### src/rtl/step_dir_decoder_pkg.sv
// Shared definitions for the step/dir generator and decoder pair.
// Holds the 8-bit command format fields, the default window length and
// the internal net-accumulator range, plus helpers that pack a signed
// window count into the command format.
package step_dir_decoder_pkg;

  // Command format: bit 7 = direction (1 = negative), bits 6:0 = magnitude.
  localparam int unsigned DIR_BIT = 7;
  localparam int unsigned MAG_MSB = 6;
  localparam int unsigned MAG_MAX = 127;

  // 10 ms window at 20 MHz.
  localparam int unsigned CLK_PER_WIN_DEF = 200000;

  // Window accumulator saturates at +/-255 internally.
  localparam int unsigned NET_W = 9;
  localparam logic signed [NET_W-1:0] NET_MAX = NET_W'(255);
  localparam logic signed [NET_W-1:0] NET_MIN = -NET_MAX;
  localparam logic signed [NET_W-1:0] NET_ONE = NET_W'(1);

  function automatic logic [NET_W-1:0] abs_net(input logic signed [NET_W-1:0] net);
    return net[NET_W-1] ? NET_W'(-net) : NET_W'(net);
  endfunction

  function automatic logic mag_over(input logic signed [NET_W-1:0] net);
    return abs_net(net) > NET_W'(MAG_MAX);
  endfunction

  function automatic logic [7:0] pack_cmd(input logic signed [NET_W-1:0] net);
    logic [NET_W-1:0] mag;
    logic [7:0]       cmd;
    mag = abs_net(net);
    cmd = '0;
    cmd[DIR_BIT] = net[NET_W-1];
    cmd[MAG_MSB:0] = (mag > NET_W'(MAG_MAX)) ? 7'(MAG_MAX) : mag[MAG_MSB:0];
    return cmd;
  endfunction

endpackage

### src/rtl/step_qualifier.sv
// Step qualifier: synchronizes the asynchronous pulse/dir lines and
// filters out short high phases.
//   clk, rst  : system clock, synchronous active-high reset
//   pulse, dir: asynchronous step and direction inputs
//   step      : one-cycle strobe, one per qualified high phase
//   step_dir  : synchronized direction valid alongside step (1 = negative)
module step_qualifier
  import step_dir_decoder_pkg::*;
#(
  parameter int unsigned MIN_HIGH = 4
) (
  input  logic clk,
  input  logic rst,
  input  logic pulse,
  input  logic dir,
  output logic step,
  output logic step_dir
);

  localparam int unsigned HW = ($clog2(MIN_HIGH + 1) < 3) ? 3 : $clog2(MIN_HIGH + 1);

  logic [1:0]    p_sync;
  logic [1:0]    d_sync;
  logic [HW-1:0] hcnt;
  logic          ps;

  assign ps = p_sync[1];

  always_ff @(posedge clk) begin
    if (rst) begin
      p_sync <= '0;
      d_sync <= '0;
      hcnt   <= '0;
    end else begin
      p_sync <= {p_sync[0], pulse};
      d_sync <= {d_sync[0], dir};
      // hcnt parks at MIN_HIGH so a long high phase never re-hits the
      // qualifying value and yields exactly one step.
      if (!ps)
        hcnt <= '0;
      else if (hcnt != HW'(MIN_HIGH))
        hcnt <= hcnt + HW'(1);
    end
  end

  always_comb begin
    step     = ps && (hcnt == HW'(MIN_HIGH - 1));
    step_dir = d_sync[1];
  end

endmodule

### src/rtl/step_dir_decoder.sv
// Step/dir decoder: counts qualified steps per fixed window and reports the
// net count in the generator's 8-bit command format, plus a running
// signed position.
//   clk, rst : system clock, synchronous active-high reset
//   pulse,dir: asynchronous step / direction (dir = 1 is negative)
//   start    : restart the window (clears window counter and net)
//   ack      : host consumed N (one-cycle strobe)
//   N        : last window result {sign, saturated magnitude}
//   valid    : N holds unread data
//   ovf      : last window magnitude exceeded 127
//   lost     : sticky, a result was overwritten while unread
//   pos      : signed running position, wraps at POS_W
module step_dir_decoder
  import step_dir_decoder_pkg::*;
#(
  parameter int unsigned CLK_PER_WIN = CLK_PER_WIN_DEF,
  parameter int unsigned MIN_HIGH    = 4,
  parameter int unsigned POS_W       = 16
) (
  input  logic                    clk,
  input  logic                    rst,
  input  logic                    pulse,
  input  logic                    dir,
  input  logic                    start,
  input  logic                    ack,
  output logic [7:0]              N,
  output logic                    valid,
  output logic                    ovf,
  output logic                    lost,
  output logic signed [POS_W-1:0] pos
);

  localparam int unsigned WCW = (CLK_PER_WIN > 1) ? $clog2(CLK_PER_WIN) : 1;

  logic                    step;
  logic                    step_dir;
  logic [WCW-1:0]          wcnt;
  logic signed [NET_W-1:0] net;
  logic signed [NET_W-1:0] net_nxt;
  logic signed [NET_W-1:0] close_val;
  logic                    close;

  step_qualifier #(
    .MIN_HIGH (MIN_HIGH)
  ) u_qual (
    .clk      (clk),
    .rst      (rst),
    .pulse    (pulse),
    .dir      (dir),
    .step     (step),
    .step_dir (step_dir)
  );

  always_comb begin
    net_nxt = net;
    if (step) begin
      if (!step_dir && net != NET_MAX)
        net_nxt = net + NET_ONE;
      else if (step_dir && net != NET_MIN)
        net_nxt = net - NET_ONE;
    end
    close     = (wcnt == WCW'(CLK_PER_WIN - 1));
    // A step coinciding with start is dropped from the window; otherwise a
    // step on the closing cycle belongs to the closing window.
    close_val = start ? net : net_nxt;
  end

  always_ff @(posedge clk) begin
    if (rst) begin
      wcnt  <= '0;
      net   <= '0;
      N     <= '0;
      valid <= 1'b0;
      ovf   <= 1'b0;
      lost  <= 1'b0;
      pos   <= '0;
    end else begin
      if (start || close)
        wcnt <= '0;
      else
        wcnt <= wcnt + WCW'(1);

      if (start || close)
        net <= '0;
      else
        net <= net_nxt;

      // Close takes priority over ack: new data is valid, and an ack in the
      // same cycle only suppresses the overwrite flag.
      if (close) begin
        N     <= pack_cmd(close_val);
        ovf   <= mag_over(close_val);
        valid <= 1'b1;
        lost  <= ~ack & (lost | valid);
      end else if (ack) begin
        valid <= 1'b0;
        lost  <= 1'b0;
      end

      if (step)
        pos <= step_dir ? pos - POS_W'(1) : pos + POS_W'(1);
    end
  end

endmodule

### config.mk
export PLATFORM = sky130hd
export DESIGN_NAME = step_dir_decoder
export DESIGN_NICKNAME = d
export VERILOG_FILES = /design/src/rtl/step_dir_decoder_pkg.sv /design/src/rtl/step_qualifier.sv /design/src/rtl/step_dir_decoder.sv
export SDC_FILE = /design/constraint.sdc
export NUM_CORES = 1
export LEC_CHECK = 0
export CAP_MARGIN = 25
export CORE_ASPECT_RATIO = 0.9
export CORE_MARGIN = 4
export CORE_UTILIZATION = 55
export CTS_CLUSTER_SIZE = 25
export DETAILED_ROUTE_END_ITERATION = 8
export GPL_TIMING_DRIVEN = 0
export PLACE_DENSITY = 0.89
export SLEW_MARGIN = 20
export SYNTH_ARGS = -nofsm -noshare
export SYNTH_HDL_FRONTEND = slang
export SYNTH_SLANG_ARGS = --single-unit
### constraint.sdc
create_clock -name clk -period 6.35 [get_ports clk]
set_input_delay 1.27 -clock clk [delete_from_list [all_inputs] [get_ports clk]]
set_output_delay 1.27 -clock clk [all_outputs]
set_load 0.005 [all_outputs]
==> flow_summary.yaml <==
status:
  status: "completed"
cells_and_area:
  instances_no_fill: 589
  synthToLayoutAreaGrowth_pct: 16.3
  fin_nets: 524
  final_core_util_pct: 65.9
  antennaDiodeCount: 0
  drive_gt1_share_pct: 8.82
global_route:
  gr-usage-all-layers_pct: 23.6
  grt_max_degree: 18
  grt_pass1_wl_um: 15400
  antenna_found_initial: 0
  grt_overflow_total: 0
  grt_pass1_vias: 3411
placed_design:
  post-place-cells: 573
  io_buffer_count: 31
  routabilityCongestion: 0.970
  place_hpwl_um: 6490
sta:
  worstMarginPinSlew_ns: 0.699
  slew_headroom_pct: 53.3
  grt_setup_unrepaired: "false"
  period_share_pct: 62.0
  hold_viol: 0
  tns_ns: 0
  setup_viol: 0
  fin_skew_ns: 0.0133
  fmax_mhz: 254
  finalMaxSlewViolations: 0
  min_period_ns: 3.94
route:
  vias: 3430
  dr_wl_met3_um: 632
  met1_length_um: 3810
  dr.pass1.iters: 4
  routed-wl-met2_um: 4350
  first_iter_violations: 222
  wire_per_inst_um: 15.3
  drt_drc_violations_left: 0
  ant_nets: 0
  wl_um: 9030
  highest_layer: "met4"
  routed_via_density: 5.82
floorplan:
  ios: 33
  dieArea_sq_um: 8170
  coreArea_sq_um: 6590
  die_h_um: 86.1
  fp-row-count: 28
  die_x_um: 94.8
  start_util_pct: 56.6
logic_synthesis:
  syn_area_sq_um: 3730
  synth-warning-count: 0
  synth_edf_count: 0
  synth_fa_ha_area_share_pct: 8.25
  syn_nets: 482
  ys_ff_latch: 61
  ys_seq_area_share_pct: 32.7
  synth_flop_cell: "dfxtp_1"
  synth-simple-area-share_pct: 26.8
  synth_cells: 452
  synth_top_family_by_area: "simple AND/OR/NAND/NOR gates"
  synth_compound_area_share_pct: 18.1
  synth_mux_area_share_pct: 0
  synth_cell_type_count: 66
  avgSynthCellArea_sq_um: 8.25
  postSynth.asyncResetShare_pct: 0
  synth-xor-area-share_pct: 10.3
min_path:
  min_to: "u_qual.p_sync[1]$_SDFF_PP0_"
  hp-start: "u_qual.p_sync[0]$_SDFF_PP0_"
  hold_class: "reg2reg"
  hold_depth: 1
clocking:
  cts_root_buf: "clkbuf_8"
  cts_hold_buf: 0
  clkSinkCount: 61
  post_cts_buffers: 0
  tritoncts: "done"
  cts_buffers: 9
  h-tree-depth: 3
  post_cts_resized: 0
  clkLatencyLatePin_ns: 0.35
  path_clk_slew_ns: 0.07
  clock_path_buffers: 2
worst_setup_path:
  cp.arrival_ns: 4.14
  r2r_slack_ns: 2.57
  cp_top_family: "compound AO/OA/AOI/OAI gates"
  cp_slowest_cell: "clkdlybuf4s50_1"
  cp_max_fo: 10
  r2r_end: "N[4]$_SDFFE_PP0P_"
  r2r_cells: 12
  cp-end-kind: "flop"
  r2r_start: "net[2]$_SDFF_PP0_"
  crit_required_ns: 6.55
  startpoint_type: "input port"
  cp_num_cells: 10
  worstSetupPathType: "in2reg"
  cp_cell_sequence: "clkdlybuf4s50_1 -> nand3b_1 -> buf_2 -> a2111o_1 -> a221oi_4 -> o311a_2 -> and2_4 -> a311oi_2 -> a211oi_4 -> a211oi_1"
  path_buf_inv: 2
  slowest_delay_ns: 0.54
pwr:
  ir_drop_mv: 0.119
  comb_power_share_pct: 4.1
  p_int_mw: 0.560
  power_switching_mw: 0.178
  power.density_nw_per_um2: 170
  swShare_pct: 24.1
  power_frac_seq_pct: 52.4
  p_leak_nw: 1.55
  power_frac_clock_pct: 43.5
flow_run:
  max-cap-violations: 0
[registers in the layout, indices dropped and copies added, names as in the netlist]
register,count
u_qual.d_sync,2
u_qual.hcnt,3
lost,1
wcnt,18
net,9
u_qual.p_sync,2
valid,1
ovf,1
N,8
pos,16
[power by group through the flow]
stage | Sequential [mW] | Combinational [mW] | Clock, mW
final | 0.387 | 0.0305 | 0.321
after global routing | 0.387 | 0.0335 | 0.345
after CTS | 0.387 | 0.0302 | 0.329
after detailed placement | 0.396 | 0.0299 | 0
after global placement | 0.396 | 0.0286 | 0
after floorplan | 0.395 | 0.0209 | 0
[metrics by stage]
step / instance area (sq um) / hold slack [ns] / power, mW / setup WS, ns
after CTS: 4340 / 0.451 / 0.746 / 2.47
after global routing: 4340 / 0.473 / 0.765 / 2.30
after floorplan: 3730 / 0.414 / 0.416 / 3.02
after detailed placement: 4150 / 0.436 / 0.426 / 2.12
after global placement: 4150 / 0.420 / 0.424 / 2.21
final: 4340 / 0.447 / 0.739 / 2.41
[cell usage in the layout, fill, tap and decap left out, types with 3 or more instances in the layout]
master,Yosys,routed
clkinvlp_4,0,3
o21ai_0,14,14
dfxtp_1,61,61
nor2_1,66,66
a21oi_1,31,31
nand4_1,3,3
xnor2_1,30,30
nor2b_1,10,10
nand2_1,40,40
inv_1,15,15
and2_1,3,3
nand3_1,16,16
or3_1,9,9
clkbuf_1,11,12
xor2_1,14,14
clkbuf_8,0,11
o21a_1,5,5
and3_1,6,6
clkdlybuf4s50_1,0,31
buf_2,5,5
a21o_1,3,3
a211oi_1,10,10
ha_1,23,23
nor3_1,19,19
nand2b_1,4,4
[worst reg2reg max path, delay by kind of cell (launching register included)]
family / cells / cell delay (ns)
fa+ha+maj: 1 / 0.40
flops: 1 / 0.40
compound gates: 5 / 1.52
simple gates: 5 / 1.07
buf+inv: 1 / 0.24
[logic make-up after synthesis]
family,after synthesis
compound gates,92
xor+xnor,44
fa+ha+maj,24
buf+inv,34
flops,61
simple gates,197
[worst max-delay path by stage]
stage | start | to | slack, ns
after global placement | start | N[1]$_SDFFE_PP0P_ | 2.21
after floorplan | start | N[1]$_SDFFE_PP0P_ | 3.02
after detailed placement | start | N[3]$_SDFFE_PP0P_ | 2.12
after CTS | start | N[4]$_SDFFE_PP0P_ | 2.47
after global routing | start | N[4]$_SDFFE_PP0P_ | 2.30
final | start | N[4]$_SDFFE_PP0P_ | 2.41
[synth_stat cells, types with 2 or more instances]
| master | n | share of area, % |
|---|---|---|
| nor2_1 | 66 | 6.6 |
| dfxtp_1 | 61 | 33 |
| nand2_1 | 40 | 4.0 |
| a21oi_1 | 31 | 4.2 |
| xnor2_1 | 30 | 7.0 |
| ha_1 | 23 | 7.7 |
| nor3_1 | 19 | 2.5 |
| nand3_1 | 16 | 2.1 |
| inv_1 | 15 | 1.5 |
| o21ai_0 | 14 | 1.9 |
| xor2_1 | 14 | 3.3 |
| clkbuf_1 | 11 | 1.1 |
| a211oi_1 | 10 | 2.0 |
| nor2b_1 | 10 | 1.7 |
| or3_1 | 9 | 1.5 |
| and3_1 | 6 | 1.0 |
| buf_2 | 5 | 0.67 |
| o21a_1 | 5 | 1.0 |
| nand2b_1 | 4 | 0.67 |
| a21o_1 | 3 | 0.60 |
| and2_1 | 3 | 0.50 |
| nand4_1 | 3 | 0.50 |
| a211oi_2 | 2 | 0.67 |
| a31o_2 | 2 | 0.47 |
| a31oi_1 | 2 | 0.34 |
| buf_1 | 2 | 0.20 |
| nand4b_1 | 2 | 0.47 |
| nor4_1 | 2 | 0.34 |
| nor4_2 | 2 | 0.67 |
| nor4b_1 | 2 | 0.47 |
| o21bai_1 | 2 | 0.40 |
| o31ai_1 | 2 | 0.40 |
[metal layers]
| layer | up-vias | global-route usage, % |
|---|---|---|
| met1 | 1618 | 27.3 |
| met2 | 115 | 40.3 |
| met3 | 24 | 6.32 |
| met4 | 0 | 11.4 |
| li1 | 1673 | - |
| met5 | - | 0 |
[area by class of cell]
class | instances | area (sq um)
clock inverters | 4 | 31.3
repair buffers | 31 | 310
flip-flops and latches | 61 | 1220
multi-input cells | 357 | 2370
inverters | 15 | 56.3
plain buffers | 19 | 85.1
fillers | 536 | 2250
clock buffers | 12 | 155
well taps | 90 | 113
Note: power is estimated with default switching activity, not from simulation.
==> RTL edit: new RTL, config.mk and constraints unchanged <==
Make the reset (`rst`) asynchronous in 2 clocked blocks. Comments in the files are not updated.
--- a/src/rtl/step_qualifier.sv
+++ b/src/rtl/step_qualifier.sv
@@ -27,5 +27,5 @@
   assign ps = p_sync[1];
 
-  always_ff @(posedge clk) begin
+  always_ff @(posedge clk or posedge rst) begin
     if (rst) begin
       p_sync <= '0;
--- a/src/rtl/step_dir_decoder.sv
+++ b/src/rtl/step_dir_decoder.sv
@@ -66,5 +66,5 @@
   end
 
-  always_ff @(posedge clk) begin
+  always_ff @(posedge clk or posedge rst) begin
     if (rst) begin
       wcnt  <= '0;
Behaviour: differs if rst is asserted again (counterexample within 10 cycles, from zero or initial values and one cycle with rst high); with rst held inactive, the same outputs for 10 cycles.
==> RTL edit against the original RTL <==
  * First-iteration DRC count up 14%
  * Setup slack worse by 170 ps
  * Cell area up 8.7%
  * Die area up 7.4%
  * Area after synthesis up 8.1%
  * Sequential cell count unchanged
  * Largest cell class unchanged
  * Via count up 0.93%
  * Global-route usage down 1.4 points
  * Wire length up 1.1%
  * Core utilization up 0.77 points
Power is not compared: it rests on default switching activity, and its combinational part moved more than twofold at a synthesized area within 25%.
==> RTL edit: results <==
{
  "grt_max_degree": 43,
  "clock-skew-final_ps": 6.51,
  "place.gp.congestion": 0.896,
  "ys_top_cells_by_count": "61 x dfrtp_1, 55 x nor2_1, 34 x nand2_1",
  "hp-start": "u_qual.d_sync[0]",
  "synth_area_leaders": "dfrtp_1 38%, ha_1 7.1%, nor2_1 5.1%",
  "grt_pass1_wl_mm": 15.7,
  "rr_worst_depth": 11,
  "grt_pass1_vias": 3351,
  "wl_per_cell_um": 15.6,
  "place_inst": 570,
  "synthMuxAreaShare_pct": 0.279,
  "status": "finished, final reports clean",
  "dpl_cell_area_mm2": 0.00449,
  "whs_path_depth": 0,
  "port_buffers": 32,
  "cts_resized": 0,
  "synth_cell_types": 68,
  "drt_iter0_markers": 254,
  "cp.arrival_ps": 4350,
  "vias": 3462,
  "nFillCells": 563,
  "synth_fp_nets": 474,
  "ys_seq_area_share_pct": 37.9,
  "slowest_delay_ps": 700,
  "ctsRootBufferMaster": "clkbuf_8",
  "nNetsFinal": 518,
  "synthAdderAreaFrac_pct": 7.63,
  "synth_top_area_cell": "dfrtp_1",
  "layout.cells.non_filler": 586,
  "max_slew.worst_pin.slew_ps": 581,
  "crit_fanout": 10,
  "rr_endpoint": "pos[14]",
  "hold_path_end": "u_qual.d_sync[1]",
  "grt_usage_pct": 22.3,
  "drive_gt1_share_pct": 10.3,
  "holdCritPathClass": "reg -> reg",
  "synth_compound_area_share_pct": 15.7,
  "post-place-ws_ps": 1960,
  "r2r_slack_ps": 2720,
  "dp_hpwl_mm": 6.49,
  "dr.pass1.iters": 5,
  "synth_xor_area_share_pct": 9.37,
  "postSynthAreaPerCell_um2": 9.08,
  "synth_ff_type": "dfrtp_1"
}
-- RTL edit: final cells by class --
type / instances / area share, %
multi-input cells: 347 / 49.9
inverters: 17 / 1.41
plain buffers: 19 / 1.91
flip-flops and latches: 61 / 32.4
repair buffers: 33 / 7.22
clock inverters: 6 / 1.83
clock buffers: 10 / 2.92
well taps: 93 / 2.47
-- RTL edit: metrics by stage --
step	hold WS, ps	util (%)
final	349	66.6
after global routing	366	66.6
after CTS	353	66.6
after detailed placement	337	63.5
after global placement	334	63.2
after floorplan	331	-
-- RTL edit: per-layer routing --
layer | wire length (µm) | track usage (%)
met4 | 204 | 10.9
met1 | 4100 | 29.2
met3 | 409 | 3.59
met2 | 4410 | 36.6
met5 | 0 | 0
-- RTL edit: worst max path at each step --
stage,endpoint,slack (ps)
floorplan,N[6],3040
global placement,N[6],1960
detailed placement,N[6],1960
CTS,N[6],2290
global route,N[6],2040
finish,N[6],2240
